==> src/rtl/hex_operand_entry.sv <==
// Operator entry for the ALU datapath: debounces Push/Clear and assembles two
// hex nibbles (high digit first) into an 8-bit operand offered with valid/ack.
module hex_operand_entry #(
  parameter int unsigned DEBOUNCE_CYCLES = 16
) (
  input  logic       CLK,
  input  logic       Reset,
  input  logic       Push,
  input  logic       Clear,
  input  logic [3:0] Nibble,
  input  logic       Ack,
  output logic [7:0] Operand,
  output logic [1:0] Digit_Count,
  output logic       Operand_Valid
);

  typedef enum logic [1:0] {
    EMPTY = 2'd0,
    HALF  = 2'd1,
    FULL  = 2'd2
  } state_t;

  localparam logic [15:0] CNT_MAX = 16'(DEBOUNCE_CYCLES);

  // Bit 0 carries Push, bit 1 carries Clear through the shared debounce path.
  logic [1:0]  raw;
  logic [1:0]  meta_q, meta_d;
  logic [1:0]  sync_q, sync_d;
  logic [1:0]  stable_q, stable_d;
  logic [1:0]  prev_q, prev_d;
  logic [15:0] cnt_q [2];
  logic [15:0] cnt_d [2];
  logic [1:0]  evt;
  logic        push_evt;
  logic        clear_evt;

  state_t      state_q, state_d;
  logic [7:0]  operand_q, operand_d;
  logic        valid_q, valid_d;

  assign raw = {Clear, Push};

  always_comb begin
    meta_d   = raw;
    sync_d   = meta_q;
    prev_d   = stable_q;
    stable_d = stable_q;
    for (int unsigned i = 0; i < 2; i++) begin
      cnt_d[i] = '0;
      if (sync_q[i] != stable_q[i]) begin
        // Count reaching the limit flips the level on the following edge.
        if (cnt_q[i] == CNT_MAX) begin
          stable_d[i] = ~stable_q[i];
        end else begin
          cnt_d[i] = cnt_q[i] + 16'd1;
        end
      end
    end
  end

  assign evt       = stable_q & ~prev_q;
  assign push_evt  = evt[0];
  assign clear_evt = evt[1];

  always_comb begin
    state_d   = state_q;
    operand_d = operand_q;
    valid_d   = valid_q;
    if (clear_evt) begin
      state_d   = EMPTY;
      operand_d = '0;
      valid_d   = 1'b0;
    end else begin
      case (state_q)
        EMPTY: begin
          if (push_evt) begin
            operand_d = {4'h0, Nibble};
            state_d   = HALF;
          end
        end
        HALF: begin
          if (push_evt) begin
            operand_d = {operand_q[3:0], Nibble};
            state_d   = FULL;
            valid_d   = 1'b1;
          end
        end
        FULL: begin
          if (Ack) begin
            state_d = EMPTY;
            valid_d = 1'b0;
          end
        end
        default: begin
          state_d = EMPTY;
          valid_d = 1'b0;
        end
      endcase
    end
  end

  always_ff @(posedge CLK) begin
    if (Reset) begin
      meta_q    <= '0;
      sync_q    <= '0;
      stable_q  <= '0;
      prev_q    <= '0;
      cnt_q     <= '{default: '0};
      state_q   <= EMPTY;
      operand_q <= '0;
      valid_q   <= 1'b0;
    end else begin
      meta_q    <= meta_d;
      sync_q    <= sync_d;
      stable_q  <= stable_d;
      prev_q    <= prev_d;
      cnt_q     <= cnt_d;
      state_q   <= state_d;
      operand_q <= operand_d;
      valid_q   <= valid_d;
    end
  end

  assign Operand       = operand_q;
  assign Digit_Count   = state_q;
  assign Operand_Valid = valid_q;

endmodule

==> config.mk <==
export PLATFORM = sky130hd
export DESIGN_NAME = hex_operand_entry
export DESIGN_NICKNAME = d
export VERILOG_FILES = /design/src/rtl/hex_operand_entry.sv
export SDC_FILE = /design/constraint.sdc
export NUM_CORES = 1
export LEC_CHECK = 0
export ABC_AREA = 1
export BUFFER_PORTS_ARGS = -buffer_cell sky130_fd_sc_hd__buf_4
export CAP_MARGIN = 20
export CORE_ASPECT_RATIO = 0.9
export CORE_MARGIN = 5
export CORE_UTILIZATION = 59
export CTS_CLUSTER_SIZE = 10
export DETAILED_ROUTE_END_ITERATION = 8
export GPL_TIMING_DRIVEN = 0
export PLACE_DENSITY = 0.78
export SLEW_MARGIN = 25
export SYNTH_ARGS = -nofsm -noshare
export SYNTH_HDL_FRONTEND = slang
export SYNTH_SLANG_ARGS = --single-unit
export TNS_END_PERCENT = 1
==> constraint.sdc <==
create_clock -name CLK -period 1.38 [get_ports CLK]
set_input_delay 0.276 -clock CLK [delete_from_list [all_inputs] [get_ports CLK]]
set_output_delay 0.276 -clock CLK [all_outputs]
set_load 0.02 [all_outputs]
==> results.md, run 1 <==
- Status: completed
- Clk_skew: 10.17 ps
- CP max-delay cell: dfxtp_2
- First-pass iteration count of the detailed router: 4
- Synth Area per Inst: 7.335 sq um
- HP Class: in -> reg
- Residual DRC: 0
- Post-layout util: 0.6906
- Minimum clock period: 1323 ps
- Max cap viols: 0
- Crit-path leading delay family: simple AND/OR/NAND/NOR gates
- Slew margin rel.: 0.8034
- Routed wire length: 4516 microns
- Netlist cell types: 29
- CTS Buf Count: 5
- CP Cell Sequence: inv_1, ha_1, nand3_1, nor2_2, nand2_2, nand2_4, buf_12, nor2_2
- Core area: 3991 sq um
- Antenna Cells: 0
- Pin count of the biggest net entering global routing: 16
- Mapped Cells: 327
- Initial antenna violation count: 0
- CTS Sinks: 51
- # port buffers: 18
- Most used cell, CP: nor2_2
- Pwr Total: 2.750 mW
- Crit path DAT: 1520 ps
- First-pass GRT wire length: 8073 microns
- CTS tree: built
- DPL Wire Length: 3334 microns
- Max rail drop VDD: 0.001022 V
- Io pins: 20
- Final Hold Fails: 0
- Vias in the first global route: 1934
- Setup TNS: 0 ps
- Via count: 2017
- Area growth, synth to finish: 14.92%
- Leak Pwr: 1.021 nW
- Share of layout cells above drive strength 1: 0.1756
- DR iter-0 viols: 66
- Die Footprint: 5442 sq um
- Met3 WL: 148 microns
- Die height: 70.49 microns
- RSZ-0062 raised after global routing: true
- WL met2: 2208 microns
- Most frequent cells in the layout: nand2_1 (58), nor2_1 (54), dfxtp_1 (48), inv_1 (44), nand3_1 (27)
- Crit end category: flop
- Setup Crit Path Kind: reg -> reg
- Worst-path clk slew: 90 ps
- Clk_lat worst skew: 300 ps
- Syn_nets: 340
- Gpl congestion: 0.8542
- Post-route ant nets: 0
- CP Data Required Time: 1570 ps
- Slew at the pin closest to its max-slew limit: 293.8 ps
- Gr usage total: 0.1772
- Synth Warn #: 0
- Max Fclk: 0.7560 GHz
- Syn Std Cell Area: 2399 sq um
- Pwr per Cell Area: 997.8 nW/um^2
- Final Max Slew Viols: 0
- DR vias/cell: 5.030
- FF+latch count, synth: 51
- Setup violations, final: 0
- Peak fanout along the critical path: 10
- Sequential fraction of the synthesis area: 0.4257
- CP bufs+invs: 2
- Worst setup SP type: flop
- WL/cell: 11.26 microns
- CTS max path bufs: 2
- Hold buffers post-CTS: 0
- Initial Util: 0.6009
- Final net count: 365
- Root buffer cell: clkbuf_8
- Commonest non-fill, non-tap cell in the layout: nand2_1
- Fin crit share: 0.9585
- Wire length on met1: 2106 microns
- Row count: 22
- Grt ovf: 0
- Slowest stage delay, CP: 350 ps
- Die X: 77.21 microns
- Top layer used by detailed routing: met4
- # H-tree levels: 2
[cells by family (layout without fill, tap and decap cells)]
family | after synthesis | in the layout | synth area share
simple gates | 175 | 175 | 0.3328
flops | 51 | 51 | 0.4257
fa+ha+maj | 4 | 4 | 0.02087
buf+inv | 50 | 76 | 0.09337
compound gates | 32 | 32 | 0.07251
xor+xnor | 15 | 15 | 0.05477
[sequential cells by signal, summed over array words and instances, names as in the netlist]
register and count:
Operand 8, prev_d 2, Digit_Count 2, sync_q 2, Operand_Valid 1, prev_q 2, meta_q 2, cnt_q 32
[cell type report]
| type | instances | area [sq um] |
|---|---|---|
| inverter | 46 | 173.9 |
| clock inverter | 2 | 60.06 |
| multi-input combinational | 226 | 1179 |
| buffer | 4 | 51.30 |
| tap | 48 | 60.06 |
| fill | 358 | 1235 |
| timing repair buffer | 18 | 135.1 |
| clock buffer | 6 | 72.57 |
| sequential | 51 | 1025 |
[per-stage QoR]
step | hold WS (ps) | cells | area [sq um] | setup WS, ps
after floorplan | 383.0 | 327 | 2399 | 133.7
after global placement | 391.5 | 393 | 2594 | 10.24
after detailed placement | 403.2 | 393 | 2594 | -18.87
after CTS | 153.6 | 401 | 2739 | 2.998
after global routing | 147.5 | 401 | 2756 | -24.87
final | 156.3 | 401 | 2756 | 57.32
[what timing repair did]
item / in CTS / in global routing
pin swaps: 1 / 2
setup endpoints to repair: 18 / 23
buffers inserted: 0 / 0
resized for setup: 4 / 6
[metal layers]
layer	GRT usage	vias up
met5	0	-
met4	0.05153	0
met3	0.04124	7
met2	0.3121	23
met1	0.2130	908
li1	-	1079
[synthesized netlist by cell type, drive strengths merged]
| cell type | instances | share of area |
|---|---|---|
| nor2 | 71 | 0.13 |
| nand2 | 62 | 0.10 |
| dfxtp | 51 | 0.43 |
| inv | 44 | 0.069 |
| nand3 | 30 | 0.067 |
| a21oi | 18 | 0.039 |
| o21ai | 13 | 0.030 |
| nand4 | 9 | 0.023 |
| xor2 | 9 | 0.033 |
| xnor2 | 6 | 0.022 |
| ha | 4 | 0.021 |
| buf | 3 | 0.015 |
| clkinv | 2 | 0.0036 |
| or2 | 2 | 0.0063 |
| clkbuf | 1 | 0.0057 |
| nor3 | 1 | 0.0021 |
| o211ai | 1 | 0.0031 |
[worst paths after layout]
path	slack, ps	to	startpoint	cells after the start
setup / recovery	60	cnt_q[3]$_SDFF_PP0_	cnt_q[0]$_SDFF_PP0_	8
hold / removal	160	meta_q[0]$_SDFF_PP0_	Reset	2
hold reg to reg	410	sync_q[1]$_SDFF_PP0_	meta_q[1]$_SDFF_PP0_	2
setup reg to reg	60	cnt_q[3]$_SDFF_PP0_	cnt_q[0]$_SDFF_PP0_	8
[power by group]
part | internal [mW] | total (mW) | switching, mW
clock | 0.724 | 1.20 | 0.477
sequential | 1.48 | 1.48 | 0.00384
combinational | 0.0320 | 0.0676 | 0.0356
total | 2.23 | 2.75 | 0.516
(Power assumes the default switching activity.)
==> inputs of run 2 (changes only) <==
==> constraint.sdc (replaced) <==
create_clock -name CLK -period 1.38 [get_ports CLK]
set_input_delay 0.069 -clock CLK [delete_from_list [all_inputs] [get_ports CLK]]
set_output_delay 0.069 -clock CLK [all_outputs]
set_load 0.02 [all_outputs]
==> results.md, run 2 (synthesis results as in run 1) <==
- Status: completed
- CTS max path bufs: 2
- Area growth, synth to finish: 16.17%
- Final net count: 368
- Leak Pwr: 1.034 nW
- PnR worst setup slack: 57.25 ps
- Commonest non-fill, non-tap cell in the layout: nand2_1
- Post-CTS Setup Bufs: 0
- Initial Util: 0.6009
- WL/cell: 11.35 microns
- R2r endpoint: cnt_q[3]$_SDFF_PP0_
- Setup Slack @ Placement: -18.87 ps
- Clk_skew: 7.897 ps
- Max cap viols: 0
- Fin crit share: 0.9585
- Max rail drop VDD: 0.001022 V
- Hold path depth: 3
- Gr usage total: 0.1807
- # port buffers: 18
- Setup violations, final: 0
- RSZ-0062 raised after global routing: true
- Final Max Slew Viols: 0
- Crit end category: flop
- Via count: 2023
- End of the worst hold path: Operand[0]$_SDFFE_PP0P_
- First-pass GRT wire length: 8231 microns
- CP Data Required Time: 1570 ps
- DR vias/cell: 5.007
- DR iter-0 viols: 117
- Final Hold Fails: 0
- First-pass iteration count of the detailed router: 4
- Flop2flop setup slack: 60 ps
- Hold_sp: Nibble[0]
- Die height: 70.49 microns
- Setup Crit Path Kind: reg -> reg
- Gpl congestion: 0.8542
- Antenna Cells: 0
- Grt ovf: 0
- Crit path DAT: 1520 ps
- Root buffer cell: clkbuf_8
- Routed wire length: 4585 microns
- HP Class: in -> reg
- Most frequent cells in the layout: nand2_1 (58), nor2_1 (54), dfxtp_1 (48), inv_1 (44), nand3_1 (27)
- Most flops, register: cnt_q
- Multi-input gate area: 1179 sq um
- Vias in the first global route: 1954
- Die Footprint: 5442 sq um
- Clk_lat worst skew: 300 ps
- Slew at the pin closest to its max-slew limit: 293.7 ps
- Peak fanout along the critical path: 10
- Max FFs per register: 32
- Post-route ant nets: 0
- Register area: 1025 sq um
- CTS tree: built
- Fin Hold WS: 47.77 ps
- Core area: 3991 sq um
- Initial antenna violation count: 0
- Worst-path clk slew: 90 ps
- Die X: 77.21 microns
- R2R depth: 8
- CTS Sinks: 51
- # H-tree levels: 2
- Row count: 22
- Pin count of the biggest net entering global routing: 16
- Io pins: 20
- RR Startpoint: cnt_q[0]$_SDFF_PP0_
- Share of layout cells above drive strength 1: 0.1742
- Residual DRC: 0
- CTS Buf Count: 5
- Worst setup SP type: flop
- Max Fclk: 0.7560 GHz
- Fill count: 352
- DPL Wire Length: 3334 microns
- Minimum clock period: 1323 ps
- Pwr per Cell Area: 989.1 nW/um^2
- Slew margin rel.: 0.8034
## run 2: layout make-up
cell class              instances  area share
clock buffers                   6     0.02604
well taps                      48     0.02155
clock inverters                 2     0.02155
flip-flops and latches         51      0.3678
inverters                      46     0.06242
multi-input cells             226      0.4230
repair buffers                 21     0.05927
plain buffers                   4     0.01841
## run 2: power breakdown
group / leakage (nW) / total, mW / internal [mW] / switching, mW
logic: 0.555 / 0.0751 / 0.0375 / 0.0375
registers: 0.413 / 1.48 / 1.48 / 0.00384
clock network: 0.0654 / 1.20 / 0.724 / 0.475
total: 1.03 / 2.76 / 2.24 / 0.517
## run 2: what timing repair did
item / 4_1_cts / 5_1_grt
resized for setup: 4 / 6
hold buffers: 3 / 0
setup endpoints to repair: 18 / 23
pin swaps: 1 / 2
endpoints found under the hold margin: 6 / 0
## run 2: worst max path at each step
stage | from | endpoint | slack (ps) | cells after the start
floorplan | cnt_q[0]$_SDFF_PP0_ | cnt_q[10]$_SDFF_PP0_ | 130 | 6
global placement | cnt_q[0]$_SDFF_PP0_ | cnt_q[10]$_SDFF_PP0_ | 10 | 6
detailed placement | cnt_q[16]$_SDFF_PP0_ | cnt_q[26]$_SDFF_PP0_ | -20 | 8
CTS | cnt_q[16]$_SDFF_PP0_ | cnt_q[26]$_SDFF_PP0_ | 3 | 8
global route | cnt_q[0]$_SDFF_PP0_ | cnt_q[10]$_SDFF_PP0_ | -20 | 8
finish | cnt_q[0]$_SDFF_PP0_ | cnt_q[3]$_SDFF_PP0_ | 60 | 8
## run 2: through the flow
stage	instance area (sq um)	power (mW)	setup TNS [ps]	utilization	cells
after floorplan	2399	1.558	0	-	327
after CTS	2769	2.776	0	0.6937	404
after global routing	2786	2.848	-233.0	0.6981	404
after global placement	2594	1.582	0	0.6498	393
final	2786	2.756	0	0.6981	404
after detailed placement	2594	1.583	-52.23	0.6498	393
## run 2: worst max-delay path: stages (launching register included)
cell and delay, ps:
dfxtp_2 350, inv_1 60, ha_1 140, nand3_1 100, nor2_2 160, nand2_2 90, nand2_4 120, buf_12 150
nor2_2 40
## run 2: metal layers
metal  routed length, microns  track usage  vias up
met3                       99      0.03995        8
met4                       74      0.05153        0
li1                         -            -     1087
met2                     2249       0.3196       16
met1                     2162       0.2178      912
met5                        0            0        -
